==> config.mk <==
export PLATFORM = sky130hd
export DESIGN_NAME = link_downstream_sipo
export DESIGN_NICKNAME = d
export VERILOG_FILES = /design/src/rtl/link_downstream_sipo.sv
export SDC_FILE = /design/constraint.sdc
export NUM_CORES = 1
export LEC_CHECK = 0
export BUFFER_PORTS_ARGS = -buffer_cell sky130_fd_sc_hd__buf_4
export CAP_MARGIN = 10
export CORE_MARGIN = 2
export CORE_UTILIZATION = 54
export CTS_CLUSTER_DIAMETER = 40
export DETAILED_ROUTE_END_ITERATION = 6
export PLACE_DENSITY = 0.75
export SLEW_MARGIN = 20
export SYNTH_ARGS = -nofsm -noshare
export SYNTH_HDL_FRONTEND = slang
export SYNTH_SLANG_ARGS = --single-unit
==> constraint.sdc <==
create_clock -name clk -period 3.3 [get_ports clk]
set_clock_uncertainty 0.2 [all_clocks]
set_input_delay 0.66 -clock clk [delete_from_list [all_inputs] [get_ports clk]]
set_output_delay 0.66 -clock clk [all_outputs]
set_load 0.02 [all_outputs]
==> src/rtl/link_downstream_sipo.sv <==
// Receive-side SIPO: gathers NUM_CH channel beats per io cycle into CORE_WIDTH words, buffers them, hands them to the core.
// Latency: last beat in cycle t -> core_valid_o with that word in t+1; pop in t -> next head in t+1; token toggle 1 cycle after the TOKEN_DIV-th yumi.
// Backpressure: no ready toward the link; upstream credit (io_token_o toggles) bounds words in flight. A push into a full FIFO without a pop drops the word. Optional LINK_DS_OVERFLOW_CHECK_EN adds a sticky overflow_o and assertions.
module link_downstream_sipo #(
    parameter int CH_WIDTH   = 8,
    parameter int NUM_CH     = 2,
    parameter int CORE_WIDTH = 64,
    parameter int FIFO_DEPTH = 4,
    parameter int TOKEN_DIV  = 4
) (
    input  logic                  clk,
    input  logic                  rst,
    input  logic                  io_valid_i,
    input  logic [CH_WIDTH-1:0]   io_data_ch0_i,
    input  logic [CH_WIDTH-1:0]   io_data_ch1_i,
    output logic                  io_token_o,
    output logic                  core_valid_o,
    output logic [CORE_WIDTH-1:0] core_data_o,
    input  logic                  core_yumi_i,
    output logic                  overflow_o
);

    // Two physical channel ports exist, so a beat is always {ch1, ch0}.
    localparam int BEAT_W = CH_WIDTH * NUM_CH;
    localparam int BEATS  = CORE_WIDTH / BEAT_W;
    localparam int BC_W   = (BEATS > 1) ? $clog2(BEATS) : 1;
    localparam int PTR_W  = (FIFO_DEPTH > 1) ? $clog2(FIFO_DEPTH) : 1;
    localparam int CNT_W  = $clog2(FIFO_DEPTH) + 1;
    localparam int TOK_W  = (TOKEN_DIV > 1) ? $clog2(TOKEN_DIV) : 1;

    logic [BEAT_W-1:0]     beat_dat;
    logic [BC_W-1:0]       beat_ctr;
    logic [CORE_WIDTH-1:0] asm_q;
    logic [CORE_WIDTH-1:0] asm_d;
    logic                  beat_last;

    logic [CORE_WIDTH-1:0] mem [FIFO_DEPTH];
    logic [PTR_W-1:0]      rd_ptr;
    logic [PTR_W-1:0]      wr_ptr;
    logic [CNT_W-1:0]      count;
    logic                  full;
    logic                  push;
    logic                  pop;
    logic                  push_ok;
    logic                  drop;

    logic [TOK_W-1:0]      tok_ctr;
    logic                  tok_q;

    assign beat_dat = {io_data_ch1_i, io_data_ch0_i};

    // Merge the incoming beat into its slot; beat 0 occupies the lowest bits.
    always_comb begin
        asm_d = asm_q;
        for (int k = 0; k < BEATS; k++) begin
            if (beat_ctr == BC_W'(k)) begin
                asm_d[k*BEAT_W +: BEAT_W] = beat_dat;
            end
        end
    end

    assign beat_last = io_valid_i && (beat_ctr == BC_W'(BEATS - 1));

    // A pop only counts when there is a head word; a stray yumi is ignored.
    assign full    = (count == CNT_W'(FIFO_DEPTH));
    assign push    = beat_last;
    assign pop     = core_yumi_i && (count != '0);
    assign push_ok = push && (!full || pop);
    assign drop    = push && full && !pop;

    // Beat counter and partial word; idle cycles hold both so gaps never abort a word.
    always_ff @(posedge clk) begin
        if (rst) begin
            beat_ctr <= '0;
            asm_q    <= '0;
        end else if (io_valid_i) begin
            asm_q    <= asm_d;
            beat_ctr <= beat_last ? '0 : beat_ctr + 1'b1;
        end
    end

    // Word storage; the completed word (including the final beat) is written directly.
    always_ff @(posedge clk) begin
        if (push_ok) begin
            mem[wr_ptr] <= asm_d;
        end
    end

    // Pointers and occupancy; power-of-two depth lets the pointers wrap naturally.
    always_ff @(posedge clk) begin
        if (rst) begin
            rd_ptr <= '0;
            wr_ptr <= '0;
            count  <= '0;
        end else begin
            if (push_ok) begin
                wr_ptr <= wr_ptr + 1'b1;
            end
            if (pop) begin
                rd_ptr <= rd_ptr + 1'b1;
            end
            case ({push_ok, pop})
                2'b10:   count <= count + 1'b1;
                2'b01:   count <= count - 1'b1;
                default: count <= count;
            endcase
        end
    end

    // Credit return: one token-line toggle per TOKEN_DIV consumed words.
    always_ff @(posedge clk) begin
        if (rst) begin
            tok_ctr <= '0;
            tok_q   <= 1'b0;
        end else if (pop) begin
            if (tok_ctr == TOK_W'(TOKEN_DIV - 1)) begin
                tok_ctr <= '0;
                tok_q   <= ~tok_q;
            end else begin
                tok_ctr <= tok_ctr + 1'b1;
            end
        end
    end

    assign io_token_o   = tok_q;
    assign core_valid_o = (count != '0);
    assign core_data_o  = mem[rd_ptr];

`ifdef LINK_DS_OVERFLOW_CHECK_EN
    logic ovf_q;

    // Sticky record of any dropped word; only reset clears it.
    always_ff @(posedge clk) begin
        if (rst) begin
            ovf_q <= 1'b0;
        end else if (drop) begin
            ovf_q <= 1'b1;
        end
    end

    assign overflow_o = ovf_q;

    a_no_overflow: assert property (@(posedge clk) disable iff (rst) !drop);
    a_yumi_needs_valid: assert property (@(posedge clk) disable iff (rst) !(core_yumi_i && !core_valid_o));
`else
    assign overflow_o = 1'b0;
`endif

endmodule

==> metrics.md <==
| Metric | Value |
|---|---|
| PostCTS Resize Cnt | `0` |
| Initial DRT Pass Iterations | `6` |
| Slew @ Worst Pin | `0.912 ns` |
| Peak per-stage delay on the critical path | `0.62 ns` |
| Total negative slack | `0 ns` |
| Achievable Freq | `346 MHz` |
| CP Capture Type | `primary output` |
| Combinational family with the most area after synthesis | `multiplexers` |
| CP required | `2.44 ns` |
| CP startpoint kind | `flop` |
| Tot GR Track Use | `0.216` |
| Syn_area_per_cell | `18.1 µm²` |
| CP max stage cell | `mux4_2` |
| Final core utilization | `0.648` |
| CP delay by family, top | `multiplexers` |
| GR Overflow Total | `0` |
| Minimum clock period | `2.89 ns` |
| Critical Path Fanout Max | `46` |
| Die extent in y | `159 µm` |
| Internal Pwr Total | `7.77 mW` |
| Leak pwr | `5.29 nW` |
| Mapped cell area | `12,900 µm²` |
| FF/Latch Area | `9250 µm²` |
| Row count | `56` |
| CP Capture Point | `core_data_o[50]` |
| Nets | `843` |
| Reg2Reg Depth | `5` |
| WL final | `26,700 µm` |
| Final Setup Violations | `0` |
| ANT cells | `0` |
| Synth Area in XOR/XNOR | `0.00338` |
| Final ANT Viol Nets | `0` |
| DR iter-0 viols | `405` |
| I/O pins | `87` |
| Vias in the first global route | `7,103` |
| Core ar. | `23,500 µm²` |
| Bufs on Longest Clock Path | `3` |
| Latest clock arrival within the worst-skew pair | `0.51 ns` |
| Clock power share | `0.401` |
| # fillers | `1,578` |
| Layout cells sized above 1 | `0.356` |
| Worst R2R Setup Slack | `1.06 ns` |
| DR vias | `6,701` |
| Post-place setup slack | `0.892 ns` |
| Pwr Total | `10.2 mW` |
| H-tree depth | `2` |
| Sequential element share of the synthesized area | `0.714` |
| Setup ws final | `0.411 ns` |
| Placer Congestion | `0.759` |
| Compound-cell area share of the yosys netlist | `0.0115` |
| Avg Vias per Cell | `5.78` |
| Area of the multi-input gates | `3490 µm²` |
| Worst r2r src | `beat_ctr[0]` |
| Total setup buffers inserted after CTS | `0` |
| Hold Path Class | `primary input to flop` |
| Synthesis-stage register bit count | `334` |
| TritonCTS clock tree | `yes` |
| Full die area | `25,200 µm²` |
| Final hold vios | `0` |
| Worst reg2reg endpoint | `mem[2][44]` |
| Buf/Inv on CP | `2` |
| Post-synth cell types | `32` |
| Hold_buf cts | `0` |
| # Max-Cap Violations | `0` |
| Num CTS Buffers | `36` |
| Input/output buffers | `85` |
| Syn Inst Count | `714` |
| Critical Path Stages | `3` |
| WP data arrival | `2.03 ns` |
| Final Max Slew Viols | `0` |
| Clock sinks | `334` |
| Initial antenna violation count | `0` |
| Root buf cell | `clkbuf_16` |
| Yosys warning count | `0` |
| Combinational share of power | `0.141` |
| Die Span X | `159 µm` |
| Sequential group share of total power | `0.458` |
| P_sw | `2.45 mW` |
| HPWL Detailed | `15,600 µm` |
| Simple-gate share of the synthesized area | `0.0361` |
| Initial Util | `0.551` |
| Post-synthesis mux area share | `0.207` |
| Status | `finished, final reports clean` |
| DR WL/cell | `23.0 µm` |
| Largest net degree at the start of global routing | `52` |
| Worst vdd ir | `0.000367 V` |
| Headroom to the max-slew limit | `0.392` |
| Cell Chain, Critical Path | `buf_12 > mux4_2 > buf_4` |
| Part of the cycle the worst path needs | `0.876` |
| CTS clk-pin slew, worst paths | `0.06 ns` |
| Synthesized netlist net count | `744` |
| First-pass GRT wire length | `41,400 µm` |
| Worst Setup Path Type | `flop to primary output` |
| RSZ-0062 raised after global routing | `false` |
| Power per Cell Area | `672 nW/µm²` |
| DRC Markers | `0` |
| Switch share | `0.239` |
| Area share of fa/ha/maj cells after synthesis | `0.0102` |
| Area Growth Syn to Fin | `17.6%` |
[cell usage after synthesis]
cell / n / area share
a211oi_2: 1 / 0.00097
a21boi_0: 1 / 0.00058
a21oi_1: 18 / 0.0070
a31oi_1: 1 / 0.00048
a32o_1: 1 / 0.00077
and2_1: 5 / 0.0024
buf_1: 5 / 0.0014
buf_2: 22 / 0.0085
buf_4: 2 / 0.0012
clkbuf_1: 13 / 0.0038
conb_1: 1 / 0.00029
dfxtp_1: 78 / 0.12
edfxtp_1: 256 / 0.59
fa_1: 1 / 0.0015
ha_1: 9 / 0.0087
inv_1: 6 / 0.0017
mux2_1: 1 / 0.00087
mux2_2: 64 / 0.056
mux2i_1: 51 / 0.039
mux4_2: 64 / 0.11
nand2_1: 40 / 0.012
nor2_1: 60 / 0.017
nor2_2: 1 / 0.00048
nor2b_1: 1 / 0.00048
nor4_2: 1 / 0.00097
nor4b_2: 1 / 0.0012
o21ai_0: 1 / 0.00039
o31a_4: 1 / 0.0014
or3_1: 2 / 0.00097
or3b_1: 1 / 0.00068
xnor2_1: 3 / 0.0020
xor2_1: 2 / 0.0014
[routing by layer]
layer / up-vias / wire [µm] / global-route usage
met4: 0 / 577 / 0.0630
met5: - / 0 / 0
li1: 2952 / - / -
met2: 212 / 13600 / 0.374
met3: 47 / 1480 / 0.0405
met1: 3490 / 11000 / 0.280
[worst min path at each step]
stage / start / endpoint / slack [ns] / depth (start not counted)
2_1_floorplan: asm_q[48] / asm_q[48] / 0.23 / 2
3_3_place_gp: asm_q[56] / asm_q[56] / 0.24 / 2
3_5_place_dp: asm_q[57] / asm_q[57] / 0.24 / 2
4_1_cts: io_data_ch1_i[5] / asm_q[61] / 0.23 / 3
5_1_grt: io_data_ch1_i[5] / asm_q[61] / 0.23 / 3
6_report: io_data_ch1_i[5] / asm_q[61] / 0.24 / 3
[cells in the final DEF (no fill, tap or decap), types with 2 or more instances in the layout]
cell type	netlist	final
nand2_1	40	40
inv_6	0	5
clkinvlp_4	0	3
mux2_2	64	64
dfxtp_1	78	76
clkbuf_16	0	37
clkbuf_8	0	4
edfxtp_1	256	256
buf_12	0	4
a21oi_1	18	18
bufinv_16	0	4
buf_4	2	99
and2_2	0	4
inv_1	6	6
ha_1	9	9
mux4_2	64	64
xor2_1	2	2
nor2_1	60	60
clkbuf_1	13	8
xnor2_1	3	3
mux2i_1	51	51
or3_1	2	2
[worst register-to-register path: stages, from the launching register on]
cell and delay (ns):
dfxtp_1 0.40, ha_1 0.20, nand2_1 0.11, nor2_2 0.30
and2_2 0.24, buf_4 0.39
[flip-flops by register name (all words and copies together), names as in the netlist, named ones only]
name / count
rd_ptr: 2
asm_q: 64
wr_ptr: 2
tok_ctr: 2
count: 3
mem: 256
beat_ctr: 2
io_token_o: 1
[through the flow]
stage / std cells / cell area (µm²) / hold WS, ns
3_5_place_dp: 1094 / 14000 / 0.244
5_1_grt: 1160 / 15200 / 0.231
2_1_floorplan: 714 / 12900 / 0.234
4_1_cts: 1160 / 15200 / 0.230
6_report: 1160 / 15200 / 0.242
3_3_place_gp: 1094 / 14000 / 0.239
[cell families after synthesis]
logic type               count (synthesis)
XOR/XNOR                                 5
AO/OA/AOI/OAI                           24
adder cells (fa/ha/maj)                 10
buffers and inverters                   48
AND/OR/NAND/NOR                        112
multiplexers                           180
flip-flops                             334
other                                    1
[power by group through the flow]
stage | logic, mW | clock network [mW] | registers, mW
2_1_floorplan | 0.984 | 0 | 4.75
3_3_place_gp | 1.41 | 0 | 4.76
3_5_place_dp | 1.45 | 0 | 4.77
4_1_cts | 1.46 | 4.16 | 4.68
5_1_grt | 1.54 | 4.32 | 4.69
6_report | 1.44 | 4.10 | 4.68
[layout make-up]
type,instances,area share
clock buffer,49,0.0664
clock inverter,17,0.0146
inverter,6,0.00148
multi-input combinational,332,0.229
sequential,334,0.608
tap,319,0.0262
timing repair buffer,103,0.0541
No activity file was read; power rests on OpenSTA's default activity.
